<file path="config.mk">
export PLATFORM = sky130hd
export DESIGN_NAME = uart_receive_deserializer
export DESIGN_NICKNAME = d
export VERILOG_FILES = /design/src/rtl/uart_receive_deserializer.sv
export SDC_FILE = /design/constraint.sdc
export NUM_CORES = 1
export LEC_CHECK = 0
export ABC_CLOCK_PERIOD_IN_PS = 1600
export CELL_PAD_IN_SITES_DETAIL_PLACEMENT = 1
export CELL_PAD_IN_SITES_GLOBAL_PLACEMENT = 2
export CORE_AREA = 2 2 67 69
export DETAILED_ROUTE_END_ITERATION = 8
export DIE_AREA = 0 0 69 71
export GPL_TIMING_DRIVEN = 0
export PLACE_DENSITY = 0.7
export SYNTH_ARGS = -nofsm -noshare
export SYNTH_HDL_FRONTEND = slang
export SYNTH_SLANG_ARGS = --single-unit
export TNS_END_PERCENT = 5
</file>
<file path="constraint.sdc">
create_clock -name Clock -period 1.6 [get_ports Clock]
set_input_delay 0.24 -clock Clock [delete_from_list [all_inputs] [get_ports Clock]]
set_output_delay 0.24 -clock Clock [all_outputs]
set_load 0.1 [all_outputs]
</file>
<file path="src/rtl/uart_receive_deserializer.sv">
// uart_receive_deserializer: oversampled UART receiver with a one-deep held byte and error flags
module uart_receive_deserializer #(
   parameter int OVERSAMPLE = 16
) (
   input  logic       Clock,
   input  logic       Resetn,
   input  logic       RX_clock_enable,
   input  logic       UART_RX_I,
   input  logic       Unload_data,
   output logic [7:0] RX_data,
   output logic       Empty,
   output logic       Frame_error,
   output logic       Overrun
);
   localparam int CW = $clog2(OVERSAMPLE);
   localparam logic [CW-1:0] HALF = CW'(OVERSAMPLE / 2 - 1);
   localparam logic [CW-1:0] LAST = CW'(OVERSAMPLE - 1);

   typedef enum logic [1:0] {S_IDLE, S_START, S_DATA, S_STOP} state_t;

   state_t          state_q, state_d;
   logic [CW-1:0]   cnt_q, cnt_d;
   logic [2:0]      bit_q, bit_d;
   logic [7:0]      shift_q, shift_d;
   logic [7:0]      data_q;
   logic            sync_q, rx_q, rx_prev_q;
   logic            empty_q, ferr_q, ovr_q;
   logic            done;

   // Two-flop synchronizer runs every clock; the edge-detect copy only moves on enable ticks
   always_ff @(posedge Clock or negedge Resetn) begin
      if (!Resetn) begin
         sync_q    <= 1'b1;
         rx_q      <= 1'b1;
         rx_prev_q <= 1'b1;
      end else begin
         sync_q    <= UART_RX_I;
         rx_q      <= sync_q;
         rx_prev_q <= RX_clock_enable ? rx_q : rx_prev_q;
      end
   end

   // Frame FSM: start detect, mid-bit sampling of 8 data bits LSB first, stop-bit sample
   always_comb begin
      state_d = state_q;
      cnt_d   = cnt_q;
      bit_d   = bit_q;
      shift_d = shift_q;
      done    = 1'b0;
      if (RX_clock_enable) begin
         case (state_q)
            S_IDLE: begin
               if (rx_prev_q && !rx_q) begin
                  cnt_d   = '0;
                  state_d = S_START;
               end
            end
            S_START: begin
               if (cnt_q == HALF) begin
                  cnt_d   = '0;
                  bit_d   = '0;
                  state_d = rx_q ? S_IDLE : S_DATA;
               end else begin
                  cnt_d = cnt_q + 1'b1;
               end
            end
            S_DATA: begin
               cnt_d = (cnt_q == LAST) ? '0 : cnt_q + 1'b1;
               if (cnt_q == LAST) begin
                  shift_d = {rx_q, shift_q[7:1]};
                  if (bit_q == 3'd7) state_d = S_STOP;
                  else bit_d = bit_q + 1'b1;
               end
            end
            S_STOP: begin
               cnt_d = (cnt_q == LAST) ? '0 : cnt_q + 1'b1;
               if (cnt_q == LAST) begin
                  done    = 1'b1;
                  state_d = S_IDLE;
               end
            end
            default: begin
               cnt_d   = '0;
               state_d = S_IDLE;
            end
         endcase
      end else if (state_q != S_IDLE && state_q != S_START && state_q != S_DATA && state_q != S_STOP) begin
         state_d = S_IDLE;
      end
   end

   // FSM state and counters
   always_ff @(posedge Clock or negedge Resetn) begin
      if (!Resetn) begin
         state_q <= S_IDLE;
         cnt_q   <= '0;
         bit_q   <= '0;
         shift_q <= '0;
      end else begin
         state_q <= state_d;
         cnt_q   <= cnt_d;
         bit_q   <= bit_d;
         shift_q <= shift_d;
      end
   end

   // Held byte and flags; a completing byte takes priority over a coincident unload
   always_ff @(posedge Clock or negedge Resetn) begin
      if (!Resetn) begin
         data_q  <= 8'h00;
         empty_q <= 1'b1;
         ferr_q  <= 1'b0;
         ovr_q   <= 1'b0;
      end else if (done) begin
         data_q  <= shift_q;
         empty_q <= 1'b0;
         ferr_q  <= ~rx_q;
         ovr_q   <= ~empty_q & ~Unload_data;
      end else if (Unload_data) begin
         empty_q <= 1'b1;
         ferr_q  <= 1'b0;
         ovr_q   <= 1'b0;
      end
   end

   assign RX_data     = data_q;
   assign Empty       = empty_q;
   assign Frame_error = ferr_q;
   assign Overrun     = ovr_q;
endmodule
</file>
==> out/metrics.yaml <==
area_growth_pct: 34.4
remaining_drc_errors: 0
clock_tree.htree_level_count: 2
grt_antenna_before_repair: 0
dp.cells: 169
maxCapViolCount: 0
ys_ff_latch: 31
ys_warn_count: 0
core_um2: 4200
ant_nets: 0
nets: 139
routedWlPerCell_um: 15.8
syn_inst: 103
grt_pass1_wl_um: 4950
cts_sinks: 31
status: "finished with violations"
layoutNonFillerInstCount: 184
die_x_um: 69
fill_cells: 443
power_w: 0.00207
cts_tree: "built"
drv_slew: 0
worst_pin_slew_ps: 695
critPathBufInv: 1
syn_area_um2: 1370
finalCritPeriodShare: 0.994
row_count: 24
p_leak_nw: 0.817
clk_pin_slew_ps: 70
violations: "hold timing"
grt_setup_unrepaired: "true"
ios: 16
final_layout_size_suffix_gt1_frac: 0.477
final-hold-violation-count: 2
final_cell_area_um2: 1850
diodes: 0
path_cells: "ha_4 > nand4_4 > nor3_4 > buf_12 > mux2_4"
cp-end-kind: "register"
timing.hold.ws_ps: -0.731
vias_per_cell: 4.98
syn_area_per_cell_um2: 13.3
num_vias: 917
cp.arrival_ps: 1750
worstSetupPathType: "reg -> reg"
syn_nets: 111
dp_hpwl_um: 1830
start_kind: "register"
ys_types: 34
fmax_ghz: 0.629
ir_worst_vdd_uv: 520
design.die.area_um2: 4900
grt_usage: 0.128
slowest_stage: "dfrtp_1"
hold_buffers: 0
die_h_um: 71
power_density_nw_per_um2: 1120
setup_viol: 0
cp.required_ps: 1760
hold_path.class: "in -> async"
grt_overflow: 0
clk_latency_ps: 280
cp_max_fo: 8
cts_root_buf: "clkbuf_8"
tns_ps: 0
first_pass_iters: 4
io_buffers: 14
clk_path_buf_depth: 2
synth-seq-area-share: 0.568
grt_pass1_vias: 995
clock_skew_ps: 7.09
first_iter_violations: 39
relSlewSlack: 0.537
numCtsBuffers: 5
grt_max_degree: 32
crit_family: "flip-flops"
drt-total-wl_um: 2900
placed_area_um2: 1580
gp_congestion: 0.695
period_needed_ps: 1590
initial_utilization: 0.327
cpPeakStageDelay_ps: 410
==> per-layer routing <==
metal  up-vias  part of all wire  GRT usage
met5         -                 0          0
met4         0             0.018     0.0588
met3         7             0.033     0.0356
met2        14              0.50      0.208
met1       473              0.45      0.158
li1        423                 -          -
==> cells in the final DEF, fill, tap and decap left out, drive strengths merged <==
cell and count:
buf 13, nand4 2, dfstp 4, o221ai 1
nor2b 1, o221a 1, ha 3, o31ai 3
o21ai 5, o2bb2ai 1, mux2i 1, nor3 1
nor2 7, o22a 1, o21a 1, xor2 1
nand3 2, a211oi 1, a22o 2, a21oi 1
dfrtp 27, clkdlybuf4s50 2, nor4 1, nand2b 2
a31oi 2, nor3b 1, nand2 5, inv 2
a21o 1, mux2 18, clkdlybuf4s15 10, clkbuf 9
==> where the power goes <==
group / switching [W] / total [W] / internal (W)
registers: 0.0000539 / 0.000904 / 0.000850
clock network: 0.000283 / 0.000675 / 0.000392
logic: 0.000290 / 0.000491 / 0.000200
total: 0.000627 / 0.00207 / 0.00144
==> flip-flops by register name, indices dropped and copies added, names as in the netlist <==
name         cells
RX_data          8
bit_q            3
Empty            1
rx_prev_q        1
rx_q             1
cnt_q            4
shift_q          8
state_q          2
Overrun          1
sync_q           1
Frame_error      1
==> area by class of cell <==
cell class	instances	area, um^2	share of cell area
flip-flops and latches	31	781	0.423
repair buffers	21	208	0.112
plain buffers	5	37.5	0.0203
well taps	52	65.1	0.0352
inverters	2	7.51	0.00407
clock buffers	8	100	0.0542
multi-input cells	65	648	0.351
==> logic make-up after synthesis <==
family | after synthesis | share of synthesized area
and+or+nand+nor | 22 | 0.108
adders and majority gates | 3 | 0.0273
xor gates and xnor gates | 1 | 0.00638
buffers and inverters | 7 | 0.0273
AOI/OAI and AO/OA | 20 | 0.107
muxes | 19 | 0.155
DFF | 31 | 0.568
==> per-stage QoR <==
stage	hold WS [ps]	utilization	worst slack, ps
floorplan	-55.6	-	28.3
global placement	347	0.376	-280
detailed placement	350	0.376	-348
CTS	340	0.409	-82.8
global route	45.1	0.439	-83.7
finish	-0.731	0.439	9.85
==> synth_stat cells <==
cell | number | area (um^2)
dfrtp_1 | 27 | 676
mux2_2 | 18 | 203
nor2_1 | 6 | 22.5
nand2_1 | 5 | 18.8
o21ai_0 | 5 | 25.0
dfstp_2 | 4 | 105
ha_1 | 3 | 37.5
a22o_1 | 2 | 17.5
a31oi_1 | 2 | 12.5
buf_2 | 2 | 10.0
buf_4 | 2 | 15.0
inv_1 | 2 | 7.51
nand2b_1 | 2 | 12.5
nand3_1 | 2 | 10.0
o31ai_1 | 2 | 15.0
a211oi_1 | 1 | 7.51
a21o_1 | 1 | 7.51
a21oi_1 | 1 | 5.00
clkbuf_2 | 1 | 5.00
mux2i_1 | 1 | 10.0
nand4_1 | 1 | 6.26
nand4_4 | 1 | 21.3
nor2_2 | 1 | 6.26
nor2b_1 | 1 | 6.26
nor3_4 | 1 | 16.3
nor3b_1 | 1 | 7.51
nor4_4 | 1 | 21.3
o21a_1 | 1 | 7.51
o221a_2 | 1 | 11.3
o221ai_1 | 1 | 8.76
o22a_1 | 1 | 8.76
o2bb2ai_1 | 1 | 8.76
o31ai_2 | 1 | 12.5
xor2_1 | 1 | 8.76
==> what timing repair did <==
item                                    CTS  global route
buffers inserted                          1             6
pin swaps                                 2             4
endpoints found under the setup margin   53            19
endpoints found under the hold margin     0             0
resized for setup                        40            18
==> worst paths after layout <==
path,from,to,slack (ps),depth (start not counted)
min in group Clock,sync_q,rx_q,350,0
hold / removal,Resetn,cnt_q[3],-0.7,1
setup / recovery,cnt_q[1],shift_q[3],10,5
max in group asynchronous,Resetn,RX_data[4],1150,1
hold reg to reg,sync_q,rx_q,350,0
setup reg to reg,cnt_q[1],shift_q[3],10,5
No activity file was read; power rests on OpenSTA's default activity.
